==> src/rtl/block_transfer_sequencer_pkg.sv <==
// Shared constants and state encoding for the LDM/STM block transfer sequencer.
package block_transfer_sequencer_pkg;

  localparam int unsigned NREGS      = 16;
  localparam int unsigned RADDR_W    = 4;
  localparam int unsigned WORD_BYTES = 4;

  typedef enum logic [2:0] {
    S_IDLE   = 3'd0,
    S_XFER   = 3'd1,
    S_WRITE  = 3'd2,
    S_WBACK  = 3'd3,
    S_FINISH = 3'd4
  } state_e;

endpackage

==> src/rtl/block_transfer_sequencer_lsb.sv <==
// Priority encoder: index of the lowest set bit of a 16-bit mask, plus a non-empty flag.
module lowest_set_bit16 (
  input  logic [15:0] i_mask,
  output logic [3:0]  o_index,
  output logic        o_valid
);

  // Scan downwards so the lowest set bit is the last one written.
  always_comb begin
    o_index = '0;
    o_valid = 1'b0;
    for (int i = 15; i >= 0; i--) begin
      if (i_mask[i]) begin
        o_index = 4'(i);
        o_valid = 1'b1;
      end
    end
  end

endmodule

==> src/rtl/block_transfer_sequencer.sv <==
// LDM/STM sequencer: walks a register list low to high, issuing one memory word access per
// set bit, driving the register file write port for loads and the optional base writeback.
module block_transfer_sequencer
  import block_transfer_sequencer_pkg::*;
#(
  parameter int unsigned DATA_W = 32
) (
  input  logic               i_clk,
  input  logic               i_reset,
  input  logic               i_start,
  input  logic               i_is_load,
  input  logic               i_up,
  input  logic               i_wb,
  input  logic [NREGS-1:0]   i_reg_list,
  input  logic [RADDR_W-1:0] i_base_reg,
  input  logic [DATA_W-1:0]  i_base_addr,
  output logic [RADDR_W-1:0] o_rf_a,
  input  logic [DATA_W-1:0]  i_rf_pa,
  output logic [RADDR_W-1:0] o_rf_c,
  output logic [DATA_W-1:0]  o_rf_pc,
  output logic               o_rf_enable,
  output logic               o_mem_req,
  output logic               o_mem_we,
  output logic [DATA_W-1:0]  o_mem_addr,
  output logic [DATA_W-1:0]  o_mem_wdata,
  input  logic [DATA_W-1:0]  i_mem_rdata,
  input  logic               i_mem_done,
  output logic               o_busy,
  output logic               o_done
);

  state_e               r_state;
  logic [NREGS-1:0]     r_mask;
  logic [RADDR_W-1:0]   r_cur_reg;
  logic [DATA_W-1:0]    r_cur_addr;
  logic [DATA_W-1:0]    r_final_base;
  logic                 r_is_load;
  logic                 r_wb;
  logic [RADDR_W-1:0]   r_base_reg;
  logic                 r_base_in_list;
  logic                 r_mem_req;
  logic                 r_mem_we;
  logic                 r_rf_enable;
  logic [RADDR_W-1:0]   r_rf_c;
  logic [DATA_W-1:0]    r_rf_pc;
  logic                 r_busy;
  logic                 r_done;

  logic [4:0]           w_count;
  logic [DATA_W-1:0]    w_span;
  logic [DATA_W-1:0]    w_start_addr;
  logic [DATA_W-1:0]    w_final_base;
  logic [NREGS-1:0]     w_mask_rest;
  logic [RADDR_W-1:0]   w_first_reg;
  logic                 w_first_valid;
  logic [RADDR_W-1:0]   w_next_reg;
  logic                 w_next_valid;
  logic                 w_advance;

  always_comb begin
    w_count = '0;
    for (int i = 0; i < NREGS; i++) begin
      w_count = w_count + 5'(i_reg_list[i]);
    end
  end

  // Both directions place the lowest register at the lowest address.
  assign w_span       = DATA_W'(w_count) * DATA_W'(WORD_BYTES);
  assign w_start_addr = i_up ? i_base_addr : i_base_addr - w_span;
  assign w_final_base = i_up ? i_base_addr + w_span : i_base_addr - w_span;
  assign w_mask_rest  = r_mask & (r_mask - NREGS'(1));

  lowest_set_bit16 u_first_lsb (
    .i_mask  (i_reg_list),
    .o_index (w_first_reg),
    .o_valid (w_first_valid)
  );

  lowest_set_bit16 u_next_lsb (
    .i_mask  (w_mask_rest),
    .o_index (w_next_reg),
    .o_valid (w_next_valid)
  );

  assign w_advance = ((r_state == S_XFER) && i_mem_done && !r_is_load) || (r_state == S_WRITE);

  always_ff @(posedge i_clk or posedge i_reset) begin
    if (i_reset) begin
      r_state        <= S_IDLE;
      r_mask         <= '0;
      r_cur_reg      <= '0;
      r_cur_addr     <= '0;
      r_final_base   <= '0;
      r_is_load      <= 1'b0;
      r_wb           <= 1'b0;
      r_base_reg     <= '0;
      r_base_in_list <= 1'b0;
      r_mem_req      <= 1'b0;
      r_mem_we       <= 1'b0;
      r_rf_enable    <= 1'b0;
      r_rf_c         <= '0;
      r_rf_pc        <= '0;
      r_busy         <= 1'b0;
      r_done         <= 1'b0;
    end else begin
      r_done      <= 1'b0;
      r_rf_enable <= 1'b0;
      r_rf_c      <= '0;
      r_rf_pc     <= '0;
      unique case (r_state)
        S_IDLE: begin
          if (i_start) begin
            r_mask         <= i_reg_list;
            r_cur_reg      <= w_first_reg;
            r_cur_addr     <= w_start_addr;
            r_final_base   <= w_final_base;
            r_is_load      <= i_is_load;
            r_wb           <= i_wb;
            r_base_reg     <= i_base_reg;
            r_base_in_list <= i_reg_list[i_base_reg];
            r_busy         <= 1'b1;
            if (w_first_valid) begin
              r_state   <= S_XFER;
              r_mem_req <= 1'b1;
              r_mem_we  <= !i_is_load;
            end else begin
              r_state <= S_FINISH;
              r_done  <= 1'b1;
            end
          end
        end
        S_XFER, S_WRITE: begin
          if (w_advance) begin
            r_mask     <= w_mask_rest;
            r_cur_reg  <= w_next_reg;
            r_cur_addr <= r_cur_addr + DATA_W'(WORD_BYTES);
            if (w_next_valid) begin
              r_state   <= S_XFER;
              r_mem_req <= 1'b1;
              r_mem_we  <= !r_is_load;
            end else begin
              r_mem_req <= 1'b0;
              r_mem_we  <= 1'b0;
              // A loaded base register keeps the loaded value instead of the writeback.
              if (r_wb && !(r_is_load && r_base_in_list)) begin
                r_state     <= S_WBACK;
                r_rf_enable <= 1'b1;
                r_rf_c      <= r_base_reg;
                r_rf_pc     <= r_final_base;
              end else begin
                r_state <= S_FINISH;
                r_done  <= 1'b1;
              end
            end
          end else if ((r_state == S_XFER) && i_mem_done) begin
            r_state     <= S_WRITE;
            r_mem_req   <= 1'b0;
            r_mem_we    <= 1'b0;
            r_rf_enable <= 1'b1;
            r_rf_c      <= r_cur_reg;
            r_rf_pc     <= i_mem_rdata;
          end
        end
        S_WBACK: begin
          r_state <= S_FINISH;
          r_done  <= 1'b1;
        end
        S_FINISH: begin
          r_state <= S_IDLE;
          r_busy  <= 1'b0;
        end
        default: r_state <= S_IDLE;
      endcase
    end
  end

  assign o_rf_a      = r_mem_req ? r_cur_reg : '0;
  assign o_mem_addr  = r_mem_req ? r_cur_addr : '0;
  assign o_mem_wdata = (r_mem_req && r_mem_we) ? i_rf_pa : '0;
  assign o_mem_req   = r_mem_req;
  assign o_mem_we    = r_mem_we;
  assign o_rf_enable = r_rf_enable;
  assign o_rf_c      = r_rf_c;
  assign o_rf_pc     = r_rf_pc;
  assign o_busy      = r_busy;
  assign o_done      = r_done;

endmodule

==> config.mk <==
export PLATFORM = sky130hd
export DESIGN_NAME = block_transfer_sequencer
export DESIGN_NICKNAME = d
export VERILOG_FILES = /design/src/rtl/block_transfer_sequencer_pkg.sv /design/src/rtl/block_transfer_sequencer_lsb.sv /design/src/rtl/block_transfer_sequencer.sv
export SDC_FILE = /design/constraint.sdc
export NUM_CORES = 1
export LEC_CHECK = 0
export BUFFER_PORTS_ARGS = -buffer_cell sky130_fd_sc_hd__clkbuf_2
export CELL_PAD_IN_SITES_DETAIL_PLACEMENT = 1
export CELL_PAD_IN_SITES_GLOBAL_PLACEMENT = 2
export CORE_ASPECT_RATIO = 2
export CORE_MARGIN = 10
export CORE_UTILIZATION = 32
export DETAILED_ROUTE_END_ITERATION = 8
export PLACE_DENSITY_LB_ADDON = 0.2
export SKIP_LAST_GASP = 1
export SLEW_MARGIN = 10
export SYNTH_ARGS = -nofsm -noshare
export SYNTH_HDL_FRONTEND = slang
export SYNTH_SLANG_ARGS = --single-unit
==> constraint.sdc <==
create_clock -name i_clk -period 4.75 [get_ports i_clk]
set_input_delay 0.475 -clock i_clk [delete_from_list [all_inputs] [get_ports i_clk]]
set_output_delay 0.475 -clock i_clk [all_outputs]
set_load 0.1 [all_outputs]
== Yosys cells after proc, flatten, opt, wreduce, memory -nomap -nowiden ==
Index checks and enable logic that the tools add are counted.
Word-level totals
  bits of input ports: 123
  register bits after elaboration: 135
Operators by class
  order comparisons: 1
  eq/ne operators: 8
  mux-type cells: 121
  bitwise logic cells: 1
  reductions and logical operators: 18
  $add $sub $neg: 19
Operators with widths (number)
  32-bit two-way mux: 11
  4-bit two-way mux: 40
  32-bit one-hot mux with 2 select lines: 1
  5-bit by 1-bit adder with 5-bit output: 11
  1-bit two-way mux: 53
  32-bit by 3-bit adder with 32-bit output (second input constant): 1
  32-bit by 7-bit adder with 32-bit output: 1
  16-bit two-way mux: 2
  16-bit one-hot mux with 2 select lines: 1
  32-bit by 7-bit subtractor with 32-bit output: 1
  3-bit two-way mux: 6
  16-bit bitwise AND: 1
  16-bit by 1-bit subtractor with 16-bit output (second input constant): 1
  3-bit one-hot mux with 3 select lines: 1
  4-bit one-hot mux with 2 select lines: 1
  3-bit by 2-bit equality test with 1-bit output (second input constant): 2
  1-bit one-hot mux with 2 select lines: 3
  2-bit AND reduction: 3
  4-bit by 1-bit adder with 5-bit output: 1
  1-bit logical AND: 5
  4-bit by 5-bit < comparator with 1-bit output (second input constant): 1
  3-bit by 1-bit adder with 4-bit output: 1
  1-bit binary-select mux with 4-bit select: 1
  2-bit inequality test (second input constant): 2
  14 further kinds: 17

== Longest topological paths before layout ==
Gate-level depths: netlist of run 1.
  depth in word-level cells: 21
  gate-level depth with buffers: 21
  gate-level depth less buffers: 20

== Hierarchy ==
From an unflattened synthesis of run 1, not the netlist that was laid out.
Unflattened totals
  cell total of the unflattened synthesis: 1136
  area total of the unflattened synthesis: 9225.1 sq um
By module, submodules not included
  block_transfer_sequencer: area each 8867.3 sq um, cells an instance 1070, times used 1
  lowest_set_bit16: area each 178.9 sq um, cells an instance 33, times used 2

== Worst setup path after synthesis of run 1 ==
Ideal clock, no wire load.
  kind: input-to-reg
  from: in i_reg_list[0]
  to: reg r_final_base[23]
  setup time: 0.083 ns
  slack: -0.619 ns
  path buffers: 1
  stages on the path: 18
  arrival time: 5.286 ns
  cell sequence: inv_1 > fa_1 > fa_1 > fa_1 > fa_1 > inv_1 > ha_1 > a21o_1 > a21oi_1 > xnor2_1 > ha_1 > clkbuf_1 > o21ai_0 > or4b_2 > a211oi_1 > a32oi_1 > xor2_1 > o21ai_0
Between the ends
  word-level cells in the longest chain between the ends: 17
  elaborated cells on any way between the ends: 18
RTL lines
  start: declaration: line block_transfer_sequencer.sv:14  | input logic [NREGS-1:0] i_reg_list,
  1-bit by 1-bit adder with 2-bit output *: line block_transfer_sequencer.sv:63  | w_count = w_count + 5'(i_reg_list[i]);
  2-bit by 1-bit adder with 3-bit output *: line block_transfer_sequencer.sv:63
  3-bit by 1-bit adder with 4-bit output *: line block_transfer_sequencer.sv:63
  4-bit by 1-bit adder with 5-bit output *: line block_transfer_sequencer.sv:63
  5-bit by 1-bit adder with 5-bit output * (11 in series): line block_transfer_sequencer.sv:63
  32-bit by 7-bit subtractor with 32-bit output or 32-bit by 7-bit adder with 32-bit output (tied branches): line block_transfer_sequencer.sv:70  | assign w_final_base = i_up ? i_base_addr + w_span : i_base_addr - w_span;
  32-bit two-way mux *: line block_transfer_sequencer.sv:70
  end signal: assignment: line block_transfer_sequencer.sv:116  | r_final_base <= w_final_base;
  end: declaration: line block_transfer_sequencer.sv:36  | logic [DATA_W-1:0] r_final_base;
Mark *: on every way between the ends. The rest lies on a longest branch, timed or not.
A chain may end at the register's enable or synchronous reset.

== Worst setup path after layout of run 1 ==
  from: in i_reg_list[15]
  to: reg r_cur_addr[26]
Between the ends
  word-level cells in the longest chain between the ends: 5
RTL lines
  5-bit by 1-bit adder with 5-bit output: line block_transfer_sequencer.sv:63
  32-bit by 7-bit subtractor with 32-bit output: line block_transfer_sequencer.sv:69  | assign w_start_addr = i_up ? i_base_addr : i_base_addr - w_span;
  32-bit two-way mux: line block_transfer_sequencer.sv:69
  32-bit two-way mux: line block_transfer_sequencer.sv:112  | if (i_start) begin
  32-bit one-hot mux with 2 select lines: line block_transfer_sequencer.sv:110  | unique case (r_state)
  end signal: assignment: line block_transfer_sequencer.sv:115  | r_cur_addr <= w_start_addr;
  end signal: assignment: line block_transfer_sequencer.sv:136  | r_cur_addr <= r_cur_addr + DATA_W'(WORD_BYTES);
  end: declaration: line block_transfer_sequencer.sv:35  | logic [DATA_W-1:0] r_cur_addr;
Every way passes these cells. The select of a mux whose other input is x is not followed.

==> results of run 1 <==
[critical path, delay by kind of cell]
family,cells,cell delay (ns)
AOI/OAI and AO/OA,1,0.08
and+or+nand+nor,4,1.10
adders and majority gates,7,3.16
buffers and inverters,5,0.41
[kinds of logic after synthesis]
logic type / count (synthesis)
compound gates: 310
xor+xnor: 53
fa+ha+maj: 30
buf+inv: 126
flops: 135
simple gates: 409
mux: 8
[per-stage QoR]
stage	hold WS (ns)	setup WS [ns]	TNS, ns	total power [W]
2_1_floorplan	0.4382	-0.1470	-2.075	0.007149
3_3_place_gp	0.4593	-0.7152	-31.04	0.008897
3_5_place_dp	0.4620	-0.7531	-32.73	0.008986
4_1_cts	0.2156	-0.08973	-0.3418	0.01055
5_1_grt	0.2337	-0.1800	-3.319	0.01147
6_report	0.2309	-0.08976	-0.4740	0.01085
[layout by cell type, fill, tap and decap left out, types with 19 or more instances in the layout]
| master | synthesis | layout |
|---|---|---|
| a22o_1 | 24 | 24 |
| clkbuf_2 | 0 | 229 |
| xnor2_1 | 25 | 19 |
| nand2_1 | 115 | 112 |
| o21ai_1 | 0 | 19 |
| xor2_1 | 28 | 23 |
| and2_1 | 44 | 42 |
| nor2_1 | 69 | 65 |
| o21ai_0 | 83 | 62 |
| buf_4 | 0 | 74 |
| and3_1 | 43 | 42 |
| dfrtp_1 | 135 | 134 |
| nor3_1 | 21 | 19 |
| nand3_1 | 33 | 29 |
| inv_1 | 45 | 31 |
| a21oi_1 | 65 | 58 |
[where the power goes]
group | total (W) | switching [W] | internal (W)
sequential | 0.00223 | 0.000602 | 0.00162
combinational | 0.00723 | 0.00509 | 0.00213
clock | 0.00139 | 0.000591 | 0.000800
[cells in the mapped netlist, types with 7 or more instances]
library cell  instances  share of area, %
and2_1               44               3.0
a21oi_1              65               3.5
nand3_1              33               1.8
fa_1                 12               2.6
nor2_1               69               2.8
o211ai_1              7              0.57
a21o_1                7              0.57
xnor2_1              25               2.4
a22o_2               13               1.4
xor2_1               28               2.7
o22ai_1              14              0.95
nand2_1             115               4.7
dfrtp_1             135                37
nor4_1               17               1.2
or3_1                 7              0.48
and3_1               43               2.9
o21ai_0              83               4.5
o21bai_1              7              0.57
nor3_1               21               1.1
nand4_1              17               1.2
clkbuf_1             73               3.0
a211oi_1             13               1.1
ha_1                 17               2.3
a31oi_1              11              0.75
a22o_1               24               2.3
inv_1                45               1.8
[final cells by class]
| type | instances | area, sq um | area share [%] |
|---|---|---|---|
| clock buffer | 18 | 439.2 | 3.511 |
| clock inverter | 14 | 162.7 | 1.300 |
| inverter | 45 | 181.4 | 1.450 |
| multi-input combinational | 810 | 5978 | 47.79 |
| sequential | 135 | 3379 | 27.02 |
| tap | 356 | 445.4 | 3.561 |
| timing repair buffer | 318 | 1922 | 15.36 |
[how the worst max path moves through the flow]
stage	depth (start not counted)	endpoint
finish	17	r_cur_addr[26]
global route	18	r_cur_addr[24]
CTS	17	r_final_base[26]
detailed placement	19	r_final_base[19]
global placement	17	r_final_base[23]
floorplan	16	r_final_base[23]
[routing by layer]
layer	up-vias	global-route usage, %	routed length (um)
met2	230	40.18	22070
li1	4397	-	-
met4	0	10.08	1637
met1	4693	20.76	13920
met5	-	0	0
met3	68	4.417	1559
[repair_timing]
| item | CTS | global route |
|---|---|---|
| setup buffers | 1 | 14 |
| cloned | 0 | 0 |
| setup endpoints to repair | 52 | 50 |
| resized for setup | 40 | 83 |
| pin swaps | 23 | 38 |
==> results.toml, run 1 <==
[yosys]
synthDistinctLibCells = 77
netlist_area_sq_mm = 0.009186
synth_compound_gate_area_share_pct = 22.66
synth_edf_count = 0
synthSimpleGateAreaFrac_pct = 22.90
synth_seq_cells = 135
synth.area.mux_share_pct = 1.566
ys_async_sr_fraction_pct = 100.0
synth_fa_ha_area_share_pct = 5.039
synth_xor_area_share_pct = 5.053
yosysWarnings = 0
synth_cells = 1071
synth-main-ff-cell = "dfrtp_1"
synth_top_family_by_area = "simple AND/OR/NAND/NOR gates"
mappedNetlistNets = 1223
yosysSeqAreaShare_pct = 36.77
syn_area_per_cell_sq_um = 8.577

[sta]
rsz0062_at_grt = "yes"
skew_ns = 0.008081
max_slew_margin_pct = 20.87
setup_ws_ns = -0.08976
final_max_slew_viol_count = 0
min_period_ns = 4.840
hold_viol_final = 0
worst_pin_slew_ns = 1.187
fmaxAchievable_mhz = 206.6
finalSetupViolCount = 11
period_share_pct = 101.9

[final_layout]
post-route-util_pct = 44.20
layout.nets = 1479
fin_cells = 1696
drive_above_1_share_pct = 36.79
design_area_sq_mm = 0.01251
areaGrowthSynthToFinish_pct = 36.16
antennaDiodeCount = 0
fill_cells = 3386

[floorplanning]
io-pin-count = 232
die_w_um = 139.8
start_util_pct = 32.46
die_area_sq_mm = 0.03629
num_rows = 87
dieHeight_um = 259.6
core_area_sq_mm = 0.02830

[worst_hold_path]
hold_path_class = "input pin to flip-flop"
min-delay-start = "i_wb"
whs_endpoint = "r_wb"
whs_path_depth = 3

[setup_path]
cp-end-kind = "flip-flop"
cpMaxStageDelayCell = "fa_2"
ff2ff_path_depth = 8
rr_startpoint = "r_mask[7]"
crit_type = "input pin to flip-flop"
slowest_delay_ns = 0.59
required_ns = 5.14
arrival_ns = 5.23
crit_fanout = 6
crit_chain = "clkbuf_16 > inv_8 > fa_1 > fa_2 > fa_2 > fa_1 > inv_2 > ha_4 > fa_2 > inv_2 > fa_2 > or4b_4 > a31oi_4 > buf_12 > or3_4 > or4_4 > nand4_1"
timing.critical_path.mode_cell = "fa_2"
startpoint_type = "input pin"
reg2reg_slack_ns = 1.54
rr_endpoint = "o_rf_pc[12]"
crit_path_start = "i_reg_list[15]"

[pwr]
powerDensity_mw_per_mm2 = 867.1
ir_drop_mv = 0.3226
power_leakage_nw = 5.636

[place]
dpl_cell_area_sq_mm = 0.01128
gp_congestion = 0.9115
dp_hpwl_um = 30090
dp.cells = 1654
port_buffers = 231

[cts]
cts_buffers = 17
cts_max_path_buffers = 2
cts-hold-fix-buffers = 0
cts-root-buf = "clkbuf_16"
clock_sinks = 135
tritoncts = "yes"
worstSkewPairLatency_ns = 0.45
cts_max_level = 4
path_clk_slew_ns = 0.07

[drt]
vias = 9388
wirelength_um = 39180
wl_per_cell_um = 23.10
drc = 0
ant_nets = 0
drt_iter0_markers = 406
dr.pass1.iters = 4
vias_per_cell = 5.535

[global_routing]
grt_pass1_wl_um = 59750
antenna_found_initial = 0
grt_max_degree = 105
grt-ovfl-total = 0
grt_usage_pct = 21.01
grt_pass1_vias = 10180

[status]
violations = "setup timing"
status = "finished, violations left"

[flow_run]
max-cap-violations = 0
No activity file was read; power rests on OpenSTA's default activity.
==> run 2, diff against run 1 <==
--- a/config.mk
+++ b/config.mk
@@ -10,7 +10,7 @@
 export CELL_PAD_IN_SITES_GLOBAL_PLACEMENT = 2
 export CORE_ASPECT_RATIO = 2
 export CORE_MARGIN = 10
-export CORE_UTILIZATION = 32
+export CORE_UTILIZATION = 34
 export DETAILED_ROUTE_END_ITERATION = 8
 export PLACE_DENSITY_LB_ADDON = 0.2
 export SKIP_LAST_GASP = 1
==> constraint.sdc (replaced) <==
create_clock -name i_clk -period 6.3 [get_ports i_clk]
set_input_delay 0.63 -clock i_clk [delete_from_list [all_inputs] [get_ports i_clk]]
set_output_delay 0.63 -clock i_clk [all_outputs]
set_load 0.1 [all_outputs]
==> results.toml, run 2 (synthesized netlist as in run 1, its figures left out) <==
[floorplanning]
die_w_um = 136.2
core_area_sq_mm = 0.02680
num_rows = 85
dieHeight_um = 252.5
die_area_sq_mm = 0.03439
io-pin-count = 232
start_util_pct = 34.28

[global_routing]
grt_usage_pct = 21.78
grt_max_degree = 83
grt-ovfl-total = 0
antenna_found_initial = 1
grt_pass1_vias = 9876
grt_pass1_wl_um = 57390

[drt]
ant_nets = 0
vias = 9133
dr.pass1.iters = 5
wirelength_um = 37140
wl_per_cell_um = 22.92
vias_per_cell = 5.638
drt_iter0_markers = 472
drc = 0

[final_layout]
layout_commonest_cell = "clkbuf_2"
areaGrowthSynthToFinish_pct = 20.93
fill_cells = 3275
multi_input_area_sq_mm = 0.005273
layout.nets = 1410
drive_above_1_share_pct = 25.41
final_cell_mix = "clkbuf_2, dfrtp_1, nand2_1"
regArea_sq_mm = 0.003379
fin_cells = 1620

[cts]
cts_buffers = 17
post-cts-setup-buffer-count = 0
cts-hold-fix-buffers = 0
path_clk_slew_ns = 0.06
cts_resized = 0
cts_max_level = 4
worstSkewPairLatency_ns = 0.46
tritoncts = "yes"
cts-root-buf = "clkbuf_16"
cts_max_path_buffers = 2
clock_sinks = 135

[status]
status = "finished, final reports clean"

[pwr]
powerDensity_mw_per_mm2 = 658.6
power_leakage_nw = 5.100
swShare_pct = 60.99
seqPwrFrac_pct = 22.9
comb_power_share_pct = 64.1
clockPowerShare_pct = 13.1
switchingPower_w = 0.004463
ir_drop_mv = 0.2245
intPower_w = 0.002854

[sta]
hold_viol_final = 0
final_max_slew_viol_count = 0
finalSetupViolCount = 0
worst_pin_slew_ns = 1.129
finalSetupTns_ns = 0
period_share_pct = 91.39
rsz0062_at_grt = "no"
min_period_ns = 5.758
hold_slack_ns = 0.3057
max_slew_margin_pct = 24.76
setup_ws_ns = 0.5424
fmaxAchievable_mhz = 173.7
skew_ns = 0.01380

[flow_run]
max-cap-violations = 0

[setup_path]
required_ns = 6.67
rr_endpoint = "o_rf_pc[6]"
cp-end-kind = "flip-flop"
crit_chain = "clkbuf_2 > inv_1 > fa_1 > fa_1 > fa_1 > fa_1 > inv_1 > ha_1 > a21o_1 > a21oi_1 > xnor2_1 > ha_1 > o21ai_0 > or4b_2 > a211oi_1 > a32oi_1 > xor2_1 > o21ai_0"
reg2reg_slack_ns = 2.64
crit_family = "adder cells"
timing.critical_path.mode_cell = "fa_1"
slowest_delay_ns = 0.76
crit_buf_inv = 3
ff2ff_path_depth = 6
rr_startpoint = "r_mask[0]"
startpoint_type = "input pin"
cpMaxStageDelayCell = "or4b_2"
arrival_ns = 6.13
crit_type = "input pin to flip-flop"
crit_fanout = 10

[place]
post-place-ws_ns = 0.08578
dp.cells = 1587
dp_hpwl_um = 28880
gp_congestion = 0.8823
port_buffers = 231

[worst_hold_path]
hold_path_class = "input pin to asynchronous set/reset pin"
## run 2: cell types whose count changed in the layout (fill, tap and decap cells not counted), sizes merged
cell	previous run	this run
buf	87	18
clkinv	3	6
bufinv	2	0
inv	52	50
clkinvlp	2	3
diode	0	1
## run 2: routing by layer
layer  track usage [%]  share of wire (%)  up-vias
li1                  -                  -     4258
met2             41.06                 55      262
met4             11.25                4.5        0
met5                 0                  0        -
met3             4.598                5.2       68
met1             21.36                 35     4545
## run 2: power groups by stage
stage	clock network, W	registers (W)	logic [W]
floorplan	0	0.00201	0.00325
global placement	0	0.00168	0.00467
detailed placement	0	0.00169	0.00472
CTS	0.000983	0.00168	0.00474
global route	0.00102	0.00175	0.00502
finish	0.000956	0.00167	0.00469
## run 2: worst max path at each step
stage,startpoint,to,slack [ns],cells after the start
floorplan,i_reg_list[0],r_final_base[23],0.78,18
detailed placement,i_reg_list[0],r_final_base[23],0.09,18
finish,i_reg_list[0],r_final_base[23],0.54,18
global route,i_reg_list[0],r_final_base[23],0.21,18
global placement,i_reg_list[0],r_final_base[23],0.20,18
CTS,i_reg_list[0],r_final_base[23],0.56,18
## run 2: area by class of cell
cell class | count | share of cell area [%]
clock inverter | 14 | 1.036
tap | 348 | 3.919
multi-input combinational | 810 | 47.46
sequential | 135 | 30.42
antenna | 1 | 0.02253
clock buffer | 18 | 3.953
timing repair buffer | 249 | 11.62
inverter | 45 | 1.565
## run 2: through the flow
stage                     total power [W]  util [%]  instance area [sq um]
after floorplan                  0.005260         -                   9186
after global placement           0.006351     39.37                  10550
after detailed placement         0.006410     39.37                  10550
after CTS                        0.007398     41.44                  11110
after global routing             0.007789     41.45                  11110
final                            0.007317     41.45                  11110
## run 2: worst register-to-register path, stage by stage (launching register included)
cell and delay, ns:
dfrtp_1 0.50, nor4_2 0.74, nand3_1 0.28, a21boi_0 0.66
o211ai_2 0.25, nor2b_4 0.87, a22o_2 0.29
